<file path="src/rtl/m_output_port_allocator.sv">
`default_nettype none
// ============================================================================
// Module      : m_output_port_allocator
// Description : Wormhole output-port allocator for one router output. Picks a
//               winner among requesting inputs with a matrix (least-recently-
//               granted) arbiter, locks the output to that input until its
//               tail flit passes, and gates every transfer on downstream
//               credits.
// Ports       : CLK            - clock, all state updates on rising edge
//               RST            - synchronous active-high reset
//               request_vector - per-input "holds a flit for this output"
//               tail_vector    - per-input "current flit is a tail"
//               credit_in      - one downstream buffer slot freed
//               grant_vector   - one-hot/zero transfer grant (combinational)
//               owner_vector   - registered one-hot packet owner in LOCKED
//               busy           - high while a packet owns the output
//               credit_count   - available downstream credits
//               credit_err     - sticky credit-overflow flag
// Revision    : 1.0 - initial release
// ============================================================================
module m_output_port_allocator #(
    parameter int N_REQ     = 5,
    parameter int BUF_DEPTH = 4,
    localparam int CW       = $clog2(BUF_DEPTH + 1)
) (
    input  logic             CLK,
    input  logic             RST,
    input  logic [N_REQ-1:0] request_vector,
    input  logic [N_REQ-1:0] tail_vector,
    input  logic             credit_in,
    output logic [N_REQ-1:0] grant_vector,
    output logic [N_REQ-1:0] owner_vector,
    output logic             busy,
    output logic [CW-1:0]    credit_count,
    output logic             credit_err
);

    localparam logic [0:0]    S_IDLE   = 1'b0;
    localparam logic [0:0]    S_LOCKED = 1'b1;
    localparam logic [CW-1:0] C_FULL   = CW'(BUF_DEPTH);
    localparam logic [CW-1:0] C_ONE    = CW'(1);

    logic [0:0]                   r_state;
    logic [0:0]                   w_state_next;
    logic [N_REQ-1:0]             r_owner;
    logic [N_REQ-1:0]             w_owner_next;
    // r_w[i][j] = 1 means input i beats input j. Diagonal is always 0.
    logic [N_REQ-1:0][N_REQ-1:0]  r_w;
    logic [N_REQ-1:0]             w_blocked;
    logic [N_REQ-1:0]             w_winner;
    logic [N_REQ-1:0]             w_grant;
    logic [CW-1:0]                r_credit;
    logic                         r_err;
    logic                         w_has_credit;
    logic                         w_granted;
    logic                         w_grant_tail;

    assign w_has_credit = (r_credit != '0);
    assign w_granted    = |w_grant;
    assign w_grant_tail = |(w_grant & tail_vector);

    // An input is blocked when some other active requester beats it.
    always_comb begin
        w_blocked = '0;
        for (int i = 0; i < N_REQ; i++) begin
            for (int j = 0; j < N_REQ; j++) begin
                if ((j != i) && request_vector[j] && r_w[j][i]) begin
                    w_blocked[i] = 1'b1;
                end
            end
        end
        w_winner = request_vector & ~w_blocked;
    end

    // State register
    always_ff @(posedge CLK) begin
        if (RST) begin
            r_state <= S_IDLE;
            r_owner <= '0;
        end else begin
            r_state <= w_state_next;
            r_owner <= w_owner_next;
        end
    end

    // Next-state logic
    always_comb begin
        w_state_next = r_state;
        w_owner_next = r_owner;
        case (r_state)
            S_IDLE: begin
                // A head flit without tail opens a multi-flit packet.
                if (w_granted && !w_grant_tail) begin
                    w_state_next = S_LOCKED;
                    w_owner_next = w_grant;
                end
            end
            S_LOCKED: begin
                if (w_granted && w_grant_tail) begin
                    w_state_next = S_IDLE;
                    w_owner_next = '0;
                end
            end
        endcase
    end

    // Output logic: grant is zero-latency from registered state and inputs.
    always_comb begin
        w_grant = '0;
        if (!RST && w_has_credit) begin
            if (r_state == S_IDLE) begin
                w_grant = w_winner;
            end else begin
                w_grant = r_owner & request_vector;
            end
        end
    end

    // Priority matrix: an IDLE grant demotes the winner to lowest priority.
    // Only row/column of the winner change, so W[j][i] = ~W[i][j] is kept.
    always_ff @(posedge CLK) begin
        if (RST) begin
            for (int i = 0; i < N_REQ; i++) begin
                for (int j = 0; j < N_REQ; j++) begin
                    r_w[i][j] <= (i < j);
                end
            end
        end else if ((r_state == S_IDLE) && w_granted) begin
            for (int i = 0; i < N_REQ; i++) begin
                for (int j = 0; j < N_REQ; j++) begin
                    if (i != j) begin
                        if (w_grant[i]) begin
                            r_w[i][j] <= 1'b0;
                        end else if (w_grant[j]) begin
                            r_w[i][j] <= 1'b1;
                        end
                    end
                end
            end
        end
    end

    // Credit counter. Grant and returned credit in the same cycle cancel.
    always_ff @(posedge CLK) begin
        if (RST) begin
            r_credit <= C_FULL;
            r_err    <= 1'b0;
        end else if (w_granted && !credit_in) begin
            r_credit <= r_credit - C_ONE;
        end else if (!w_granted && credit_in) begin
            if (r_credit == C_FULL) begin
                r_err <= 1'b1;
            end else begin
                r_credit <= r_credit + C_ONE;
            end
        end
    end

    assign grant_vector = w_grant;
    assign owner_vector = r_owner;
    assign busy         = r_state;
    assign credit_count = r_credit;
    assign credit_err   = r_err;

endmodule
`default_nettype wire

</file>
<file path="config.mk">
export PLATFORM = sky130hd
export DESIGN_NAME = m_output_port_allocator
export DESIGN_NICKNAME = d
export VERILOG_FILES = /design/src/rtl/m_output_port_allocator.sv
export SDC_FILE = /design/constraint.sdc
export NUM_CORES = 1
export LEC_CHECK = 0
export ABC_AREA = 1
export CORE_MARGIN = 10
export CORE_UTILIZATION = 44
export CTS_CLUSTER_SIZE = 25
export DETAILED_ROUTE_END_ITERATION = 7
export PLACE_DENSITY = 0.69
export SYNTH_ARGS = -nofsm -noshare
export SYNTH_HDL_FRONTEND = slang
export SYNTH_SLANG_ARGS = --single-unit
</file>
<file path="constraint.sdc">
create_clock -name CLK -period 3.1 [get_ports CLK]
set_input_delay 0.31 -clock CLK [delete_from_list [all_inputs] [get_ports CLK]]
set_output_delay 0.31 -clock CLK [all_outputs]
set_load 0.1 [all_outputs]
</file>
# Yosys cells after proc, flatten, opt, wreduce, memory -nomap -nowiden
# Cells that the tools add are included.
dict set report op_classes {
  n_addsub 2
  eq_ne 4
  mux 56
  bitwise_logic 6
  reduce_logical 57
}
# op n
set op_table {}
lappend op_table {{1-bit 2-to-1 mux} 47}
lappend op_table {{1-bit logical AND} 26}
lappend op_table {{2-bit AND reduction} 12}
lappend op_table {{2-bit nonzero test} 11}
lappend op_table {{5-bit 2-to-1 mux} 4}
lappend op_table {{5-bit AND} 3}
lappend op_table {{5-bit one-hot mux with 2 select lines} 1}
lappend op_table {{5-bit OR reduction} 2}
lappend op_table {{3-bit 2-to-1 mux} 3}
lappend op_table {{5-bit NOT} 1}
lappend op_table {{1-bit logical NOT} 4}
lappend op_table {{2-bit inequality test, second input constant} 2}
lappend op_table {{3-bit by 1-bit adder with 3-bit output, second input constant} 1}
lappend op_table {{3-bit == test, second input constant} 1}
lappend op_table {{3-bit AND reduction} 1}
lappend op_table {{3-bit nonzero test} 1}
lappend op_table {{3-bit by 1-bit subtractor with 3-bit output, second input constant} 1}
lappend op_table {{2-bit by 1-bit inequality test with 1-bit output, second input constant} 1}
lappend op_table {{1-bit NOT} 2}
lappend op_table {{1-bit one-hot mux with 2 select lines} 1}
dict set report word_totals {
  reg_bits 30
  in_bits 13
  output_inout_bits 15
  word_cells 149
}

# Logic depth before layout (Yosys ltp)
# Gate-level depths: netlist of run 1.
dict set report depth {
  ltp_word 15
  depth_mapped 16
  depth_no_buf 16
}

# Worst setup path before layout of run 1
# Ideal clock, no wire load.
dict set report synth_path {
  kind {register to register}
  startpoint {register r_credit[0], in the netlist credit_count[0]}
  endpoint {register r_credit[2], in the netlist credit_count[2]}
  setup_time_ps 162
  t_arrival_ps 2832
  required_time_ps 2938
  setup_slack_ps 106
  path_stages_with_launch 17
  n_path_buf 0
  synth_period_minus_slack_ps 2994
  path_cell_list {dfxtp_1 nor2_1 nand2_1 nand2_2 nor2_1 nand2_4 nand3_4 nor2_4 inv_1 ha_1 inv_1 fa_1 xor2_1 o21ai_0 inv_1 nor2_1 o31ai_1}
}
dict set report synth_via {
  elab_chain_len 8
  word_cells_on_any_way 16
  cone_classes {add/sub (2); eq/ne (2); mux (4); reduce/logical (8)}
}
# element line
set synth_rtl {}
lappend synth_rtl {{start: declaration} 52} ;# logic [CW-1:0] r_credit;
lappend synth_rtl {{start signal: assignment} 149} ;# r_credit <= r_credit - C_ONE;
lappend synth_rtl {{start signal: assignment} 154} ;# r_credit <= r_credit + C_ONE;
lappend synth_rtl {{3-bit nonzero test} 58} ;# assign w_has_credit = (r_credit != '0);
lappend synth_rtl {{1-bit logical AND} 110} ;# if (!RST && w_has_credit) begin
lappend synth_rtl {{5-bit 2-to-1 mux} 110}
lappend synth_rtl {{5-bit OR reduction} 59} ;# assign w_granted = |w_grant;
lappend synth_rtl {{1-bit logical NOT} 150} ;# end else if (!w_granted && credit_in) begin
lappend synth_rtl {{1-bit logical AND} 150}
lappend synth_rtl {{2-bit nonzero test (no source line)} -}
lappend synth_rtl {{2-bit AND reduction (no source line)} -}
# Parallel ways exist; a longest one is shown, timed or not. The select of a mux whose other input is x is not followed.
# A chain may end at the register's enable or synchronous reset.

==> results of run 1 <==
==> cells by family after synthesis <==
family,after synthesis
compound gates,42
xor+xnor,1
fa+ha+maj,3
buf+inv,32
flops,30
simple gates,90
==> flip-flops by register name, summed over array words and instances (netlist names), named ones only <==
| name | flops |
|---|---|
| credit_err | 1 |
| r_w | 20 |
| credit_count | 3 |
| owner_vector | 5 |
==> Yosys cell counts <==
cell type | count | area share (%)
xor2_1 | 1 | 0.59
inv_2 | 2 | 0.50
nand3_2 | 2 | 1.3
o211ai_1 | 1 | 0.50
nand3_4 | 1 | 1.2
fa_1 | 1 | 1.3
ha_1 | 2 | 1.7
o21ai_2 | 5 | 2.9
a32o_1 | 2 | 1.3
nor3_1 | 1 | 0.33
buf_2 | 1 | 0.33
o21ai_1 | 6 | 2.0
nand3_1 | 18 | 6.0
nand2_2 | 12 | 5.0
inv_1 | 26 | 6.5
a21oi_1 | 15 | 5.0
o21a_1 | 3 | 1.5
nor2_4 | 3 | 2.3
a211oi_1 | 1 | 0.50
buf_6 | 1 | 0.75
nand4_1 | 1 | 0.42
clkbuf_1 | 1 | 0.25
clkinv_1 | 1 | 0.25
o31ai_1 | 1 | 0.50
nor2_1 | 7 | 1.8
dfxtp_1 | 30 | 40
nand2_1 | 43 | 11
o21ai_0 | 8 | 2.7
nand2_4 | 2 | 1.5
==> tightest hold or removal path: cells and delay by family, from the launching register on <==
family / cells / cell delay, ns
AOI/OAI and AO/OA: 1 / 0.05
DFF: 1 / 0.32
buffers and inverters: 1 / 0.05
==> per-layer routing <==
layer	up-vias	wire length, µm	share of wire [%]
li1	706	-	-
met1	606	1740	46
met2	44	1760	47
met3	7	219	5.8
met4	0	59	1.6
met5	-	0	0
==> cell type report <==
cell class                 instances  area [µm²]  area share, %
tap                               46        57.6           2.97
clock buffer                       5        37.5           1.94
multi-input combinational        136         766           39.5
timing repair buffer              29         328           16.9
inverter                          29         109           5.62
clock inverter                     3        40.0           2.07
sequential                        30         601           31.0
==> per-stage QoR <==
step | area (µm²) | hold WS (ns) | worst slack (ns) | utilization (%)
global placement | 1860 | 0.439 | 0.327 | 56.2
floorplan | 1500 | 0.422 | 0.106 | -
finish | 1940 | 0.454 | 0.561 | 58.5
detailed placement | 1860 | 0.442 | 0.309 | 56.2
global route | 1940 | 0.478 | 0.244 | 58.5
CTS | 1940 | 0.457 | 0.548 | 58.5
==> worst max path at each step <==
stage	to	slack, ns	start	cells after the start
floorplan	credit_count[2]	0.11	credit_count[0]	16
global placement	credit_count[2]	0.33	request_vector[1]	15
detailed placement	credit_count[2]	0.31	request_vector[1]	15
CTS	credit_count[2]	0.55	register	15
global route	credit_count[2]	0.24	register	15
finish	credit_count[2]	0.56	register	15
==> report_power, final <==
part / switching, µW / internal, µW
Clock: 143 / 167
Sequential: 69.0 / 487
Combinational: 696 / 289
Total: 908 / 944
==> cell usage in the layout (no fill, tap or decap) <==
cell type	instances
xor2_1	1
o31ai_1	1
nand3_2	2
clkdlybuf4s50_1	19
nand2_4	2
nand3_4	1
inv_1	26
nand2_1	43
nand3_1	18
fa_1	1
a21oi_1	15
o21ai_1	6
inv_2	2
clkinv_2	2
nand4_1	1
o211ai_1	1
a32o_1	2
nor2_1	7
o21ai_2	5
buf_4	5
nor3_1	1
bufinv_16	1
clkbuf_4	5
o21a_1	3
ha_1	2
a211oi_1	1
nor2_4	3
dfxtp_1	30
nand2_2	12
o21ai_0	8
clkinv_1	1
buf_12	5
==> run_results.csv, run 1 <==
group,metric,value,unit
layout,diodes,0,
clock_network,cts_setup_buffers,0,
critical_path,cp_slowest_stage_delay,0.39,ns
die,num_io_pins,28,
hold_path,min_to,"r_w[17]",
die,num_rows,21,
global_route,busiest_layer,"met2",
placed_design,dp_hpwl,2.98,mm
drt,wl,3.77,mm
critical_path,endpoint_kind,"register",
power,ir_drop,0.000848,V
drt,via_per_inst,4.90,
sta,finalCriticalPeriod,2.54,ns
drt,first_iter_violations,143,
clock_network,clockRootBuffer,"clkbuf_4",
die,fp.dieH,78.3,µm
synthesis,yosys.area_share.simple,30.6,%
global_route,groute.usage.overall,13.0,%
placed_design,place.port_buffers,27,
critical_path,reg2reg_depth,15,
placed_design,routabilityCongestion,0.808,
global_route,grt_overflow,0,
synthesis,yosysWarnings,0,
global_route,use_met3,3.76,%
critical_path,crit_path_top_delay_cell,"dfxtp_1",
power,p_total,1850,µW
run_status,status,"finished clean",
synthesis,synth_xor_area_share,0.586,%
critical_path,rr_endpoint,"credit_count[2]",
layout,drive_gt1_share,19.4,%
critical_path,startpoint_type,"register",
synthesis,synth_area,1500,µm²
die,die_w,78.3,µm
clock_network,cts_hold_buf,0,
clock_network,ctsLongestPathBuffers,2,
sta,finalHoldViolCount,0,
clock_network,post_cts_resized,0,
clock_network,htree_levels,2,
global_route,grt_pass1_vias,1305,
hold_path,hold_path_class,"reg2reg",
hold_path,hold-path-cell-count,2,
drt,vias,1363,
hold_path,min_from,"r_w[17]",
clock_network,cts_tree,"yes",
drt,final_antenna_net_count,0,
critical_path,required,3.32,ns
synthesis,synth_top_family_by_area,"simple AND/OR/NAND/NOR gates",
critical_path,rrSetupSlack,0.56,ns
sta,tns,0,ns
placed_design,placedCellCount,270,
clock_network,cts_buffers,5,
job,max_cap_violations,0,
sta,grt_setup_unrepaired,"false",
critical_path,cp_num_buf_inv,4,
sta,final-setup-viol-count,0,
synthesis,synth_fa_ha_area_share,3.01,%
layout,area_delta_synth_final,29.6,%
power,leakagePower,0.000896,µW
clock_network,insertion_delay,0.34,ns
critical_path,cp_top_family,"simple AND/OR/NAND/NOR gates",
critical_path,worstPathMaxFanout,15,
die,coreArea,3310,µm²
sta,skew,0.00766,ns
synthesis,ys_ff_latch,30,
synthesis,yosysUniqueCellTypes,29,
clock_network,cts.clk_slew.worst_paths,0.10,ns
synthesis,yosys-mux-area-fraction,0,%
clock_network,clock-sinks,30,
power,powerDensity,956,nW/µm²
die,dieArea,6130,µm²
synthesis,synth-compound-area-share,17.0,%
sta,finalMaxSlewViolations,0,
sta,tightest_slew,0.983,ns
synthesis,syn_nets,214,
die,start_util,45.2,%
global_route,grt_max_degree,16,
synthesis,syn_inst,198,
global_route,antenna_found_initial,0,
critical_path,cp_data_arrival_time,2.76,ns
sta,fin_crit_sh,81.9,%
synthesis,synth_area_per_cell,7.55,µm²
layout,fillers,320,
drt,drc,0,
layout,final_cells,278,
sta,relSlewSlack,34.3,%
global_route,use_met1,16.1,%
layout,nets,247,
drt,drt-pass1-iter-count,5,
sta,max_freq,0.394,GHz
global_route,gr-usage-met2,21.0,%
critical_path,crit_type,"reg2reg",
synthesis,yosysSeqAreaShare,40.2,%
critical_path,crit_top_cell,"inv_1",
drt,routedWlPerCell,13.6,µm
global_route,grt_pass1_wl,6.42,mm
critical_path,crit_chain,"inv_2, o21ai_1, nor2_1, nand2_4, nand3_4, nor2_4, inv_1, ha_1, inv_1, fa_1, xor2_1, o21ai_0, inv_1, nor2_1, o31ai_1",
Power figures use the tool's default switching activity.
==> inputs of run 2 (changes only) <==
==> constraint.sdc (replaced) <==
create_clock -name CLK -period 2.4 [get_ports CLK]
set_input_delay 0.24 -clock CLK [delete_from_list [all_inputs] [get_ports CLK]]
set_output_delay 0.24 -clock CLK [all_outputs]
set_load 0.1 [all_outputs]
==> run_results.csv, run 2 (synthesized netlist as in run 1, its figures left out) <==
group,metric,value,unit
clock_network,cts_hold_buf,0,
placed_design,dp_hpwl,3.33,mm
critical_path,rr_endpoint,"credit_count[2]",
critical_path,crit_type,"reg2reg",
die,dieArea,6130,µm²
sta,final-setup-viol-count,0,
die,fp.dieH,78.3,µm
hold_path,min_to,"r_w[17]",
job,max_cap_violations,0,
drt,highest_layer,"met4",
critical_path,crit_chain,"inv_8, o21ai_1, nor2_4, nand2_2, nand3_4, nor2_4, inv_1, ha_1, inv_1, fa_1, xor2_1, o21ai_1, inv_1, nor2_1, o31ai_1",
critical_path,cp_data_arrival_time,2.50,ns
clock_network,cts.clk_slew.worst_paths,0.10,ns
drt,wl_met2,2.10,mm
sta,finalMaxSlewViolations,0,
layout,fin_util,63.5,%
die,num_rows,21,
critical_path,crit_top_cell,"inv_1",
hold_path,min_from,"r_w[17]",
critical_path,cp_num_buf_inv,4,
placed_design,dpl_cell_area,2000,µm²
sta,max_freq,0.443,GHz
drt,final_antenna_net_count,0,
clock_network,cts_tree,"yes",
power,ir_drop,0.000790,V
drt,met3WireLength,264,µm
power,p_sw_share,50.4,%
layout,area_delta_synth_final,40.6,%
power,power.switching,1250,µW
die,num_io_pins,28,
drt,wl,4.30,mm
sta,skew,0.0124,ns
die,coreArea,3310,µm²
clock_network,htree_levels,2,
clock_network,clock-sinks,30,
drt,vias,1468,
placed_design,routabilityCongestion,0.824,
layout,nets,261,
critical_path,endpoint_kind,"register",
sta,finalCriticalPeriod,2.26,ns
sta,tightest_slew,0.310,ns
clock_network,insertion_delay,0.34,ns
global_route,grt_max_degree,14,
power,internal_power,1230,µW
hold_path,hold-path-cell-count,2,
die,die_w,78.3,µm
critical_path,crit_path_top_delay_cell,"dfxtp_4",
power,leakagePower,0.00102,µW
critical_path,worstPathMaxFanout,13,
critical_path,cp_slowest_stage_delay,0.40,ns
layout,diodes,0,
sta,setup_slack,0.141,ns
layout,layout_commonest_cell,"nand2_1",
critical_path,required,2.64,ns
global_route,grt_pass1_wl,7.00,mm
drt,routedWlPerCell,14.7,µm
global_route,groute.usage.overall,14.5,%
drt,met1Wirelength,1.85,mm
sta,tns,0,ns
critical_path,cp_top_family,"adder cells",
power,clkPwrFrac,11.9,%
placed_design,dp_slack,-0.328,ns
power,pwr-share-seq,29.9,%
layout,top_register,"r_w",
hold_path,hold_path_class,"reg2reg",
layout,drive_gt1_share,33.3,%
critical_path,startpoint_type,"register",
drt,first_iter_violations,161,
critical_path,rrSetupSlack,0.14,ns
die,start_util,45.2,%
drt,via_per_inst,5.03,
critical_path,reg2reg_depth,15,
sta,finalHoldViolCount,0,
drt,drt-pass1-iter-count,4,
placed_design,placedCellCount,282,
power,powerDensity,1180,nW/µm²
global_route,grt_pass1_vias,1432,
global_route,antenna_found_initial,0,
placed_design,place.port_buffers,27,
clock_network,clockRootBuffer,"clkbuf_4",
drt,drc,0,
sta,relSlewSlack,79.3,%
sta,fin_crit_sh,94.1,%
global_route,grt_overflow,0,
layout,largest_register_ffs,20,
run_status,status,"finished clean",
layout,layout_common_cells,"42 x nand2_1, 26 x inv_1, 26 x buf_4, 21 x dfxtp_1, 18 x nand3_1",
power,pwr-share-comb,58.1,%
clock_network,ctsLongestPathBuffers,2,
layout,final_cells,292,
layout,final_area,2100,µm²
clock_network,cts_buffers,5,
## run 2: changes by cell type in the layout (fill, tap and decap cells not counted), moves of 5 or more
cell,change
buf_4,+21
clkdlybuf4s50_1,-12
dfxtp_1,-9
nor2_1,-6
dfxtp_4,+9
nor2_4,+5
dlymetal6s2s_1,+5
## run 2: how the worst max path moves through the flow
stage,startpoint,end,cells after the start
2_1_floorplan,credit_count[0],credit_count[2],16
3_3_place_gp,request_vector[0],credit_count[2],16
3_5_place_dp,request_vector[4],credit_count[2],16
4_1_cts,request_vector[4],credit_count[2],16
5_1_grt,register,credit_count[2],15
6_report,register,credit_count[2],15
## run 2: final cells by class
type	instances	area, µm²
fill	316	1210
multi-input combinational	136	813
sequential	30	634
timing repair buffer	43	428
inverter	29	118
tap	46	57.6
clock buffer	6	41.3
clock inverter	2	10.0
## run 2: what timing repair did
action,4_1_cts,5_1_grt
endpoints found under the hold margin,0,0
pin swaps,0,2
setup buffers,0,2
endpoints found under the setup margin,1,1
resized for setup,1,12
## run 2: power by group through the flow
stage	Combinational, µW	Clock [µW]	Sequential [µW]
2_1_floorplan	730	0	1020
3_3_place_gp	1390	0	747
3_5_place_dp	1410	0	749
4_1_cts	1410	300	742
5_1_grt	1560	323	761
6_report	1450	297	744
## run 2: tightest hold or removal path, delay by kind of cell (launching register included)
family | cells | cell delay [ns]
AOI/OAI and AO/OA | 1 | 0.05
DFF | 1 | 0.32
buffers and inverters | 1 | 0.05
## run 2: metrics by stage
stage	hold slack [ns]	power (µW)
after floorplan	0.422	1750
after global placement	0.431	2140
after detailed placement	0.437	2160
after CTS	0.451	2460
after global routing	0.477	2640
final	0.454	2490
## run 2: metal layers
layer  vias up  track usage [%]
li1        738                -
met1       683             16.2
met3         8             5.69
met2        39             23.9
met5         -                0
met4         0             6.63
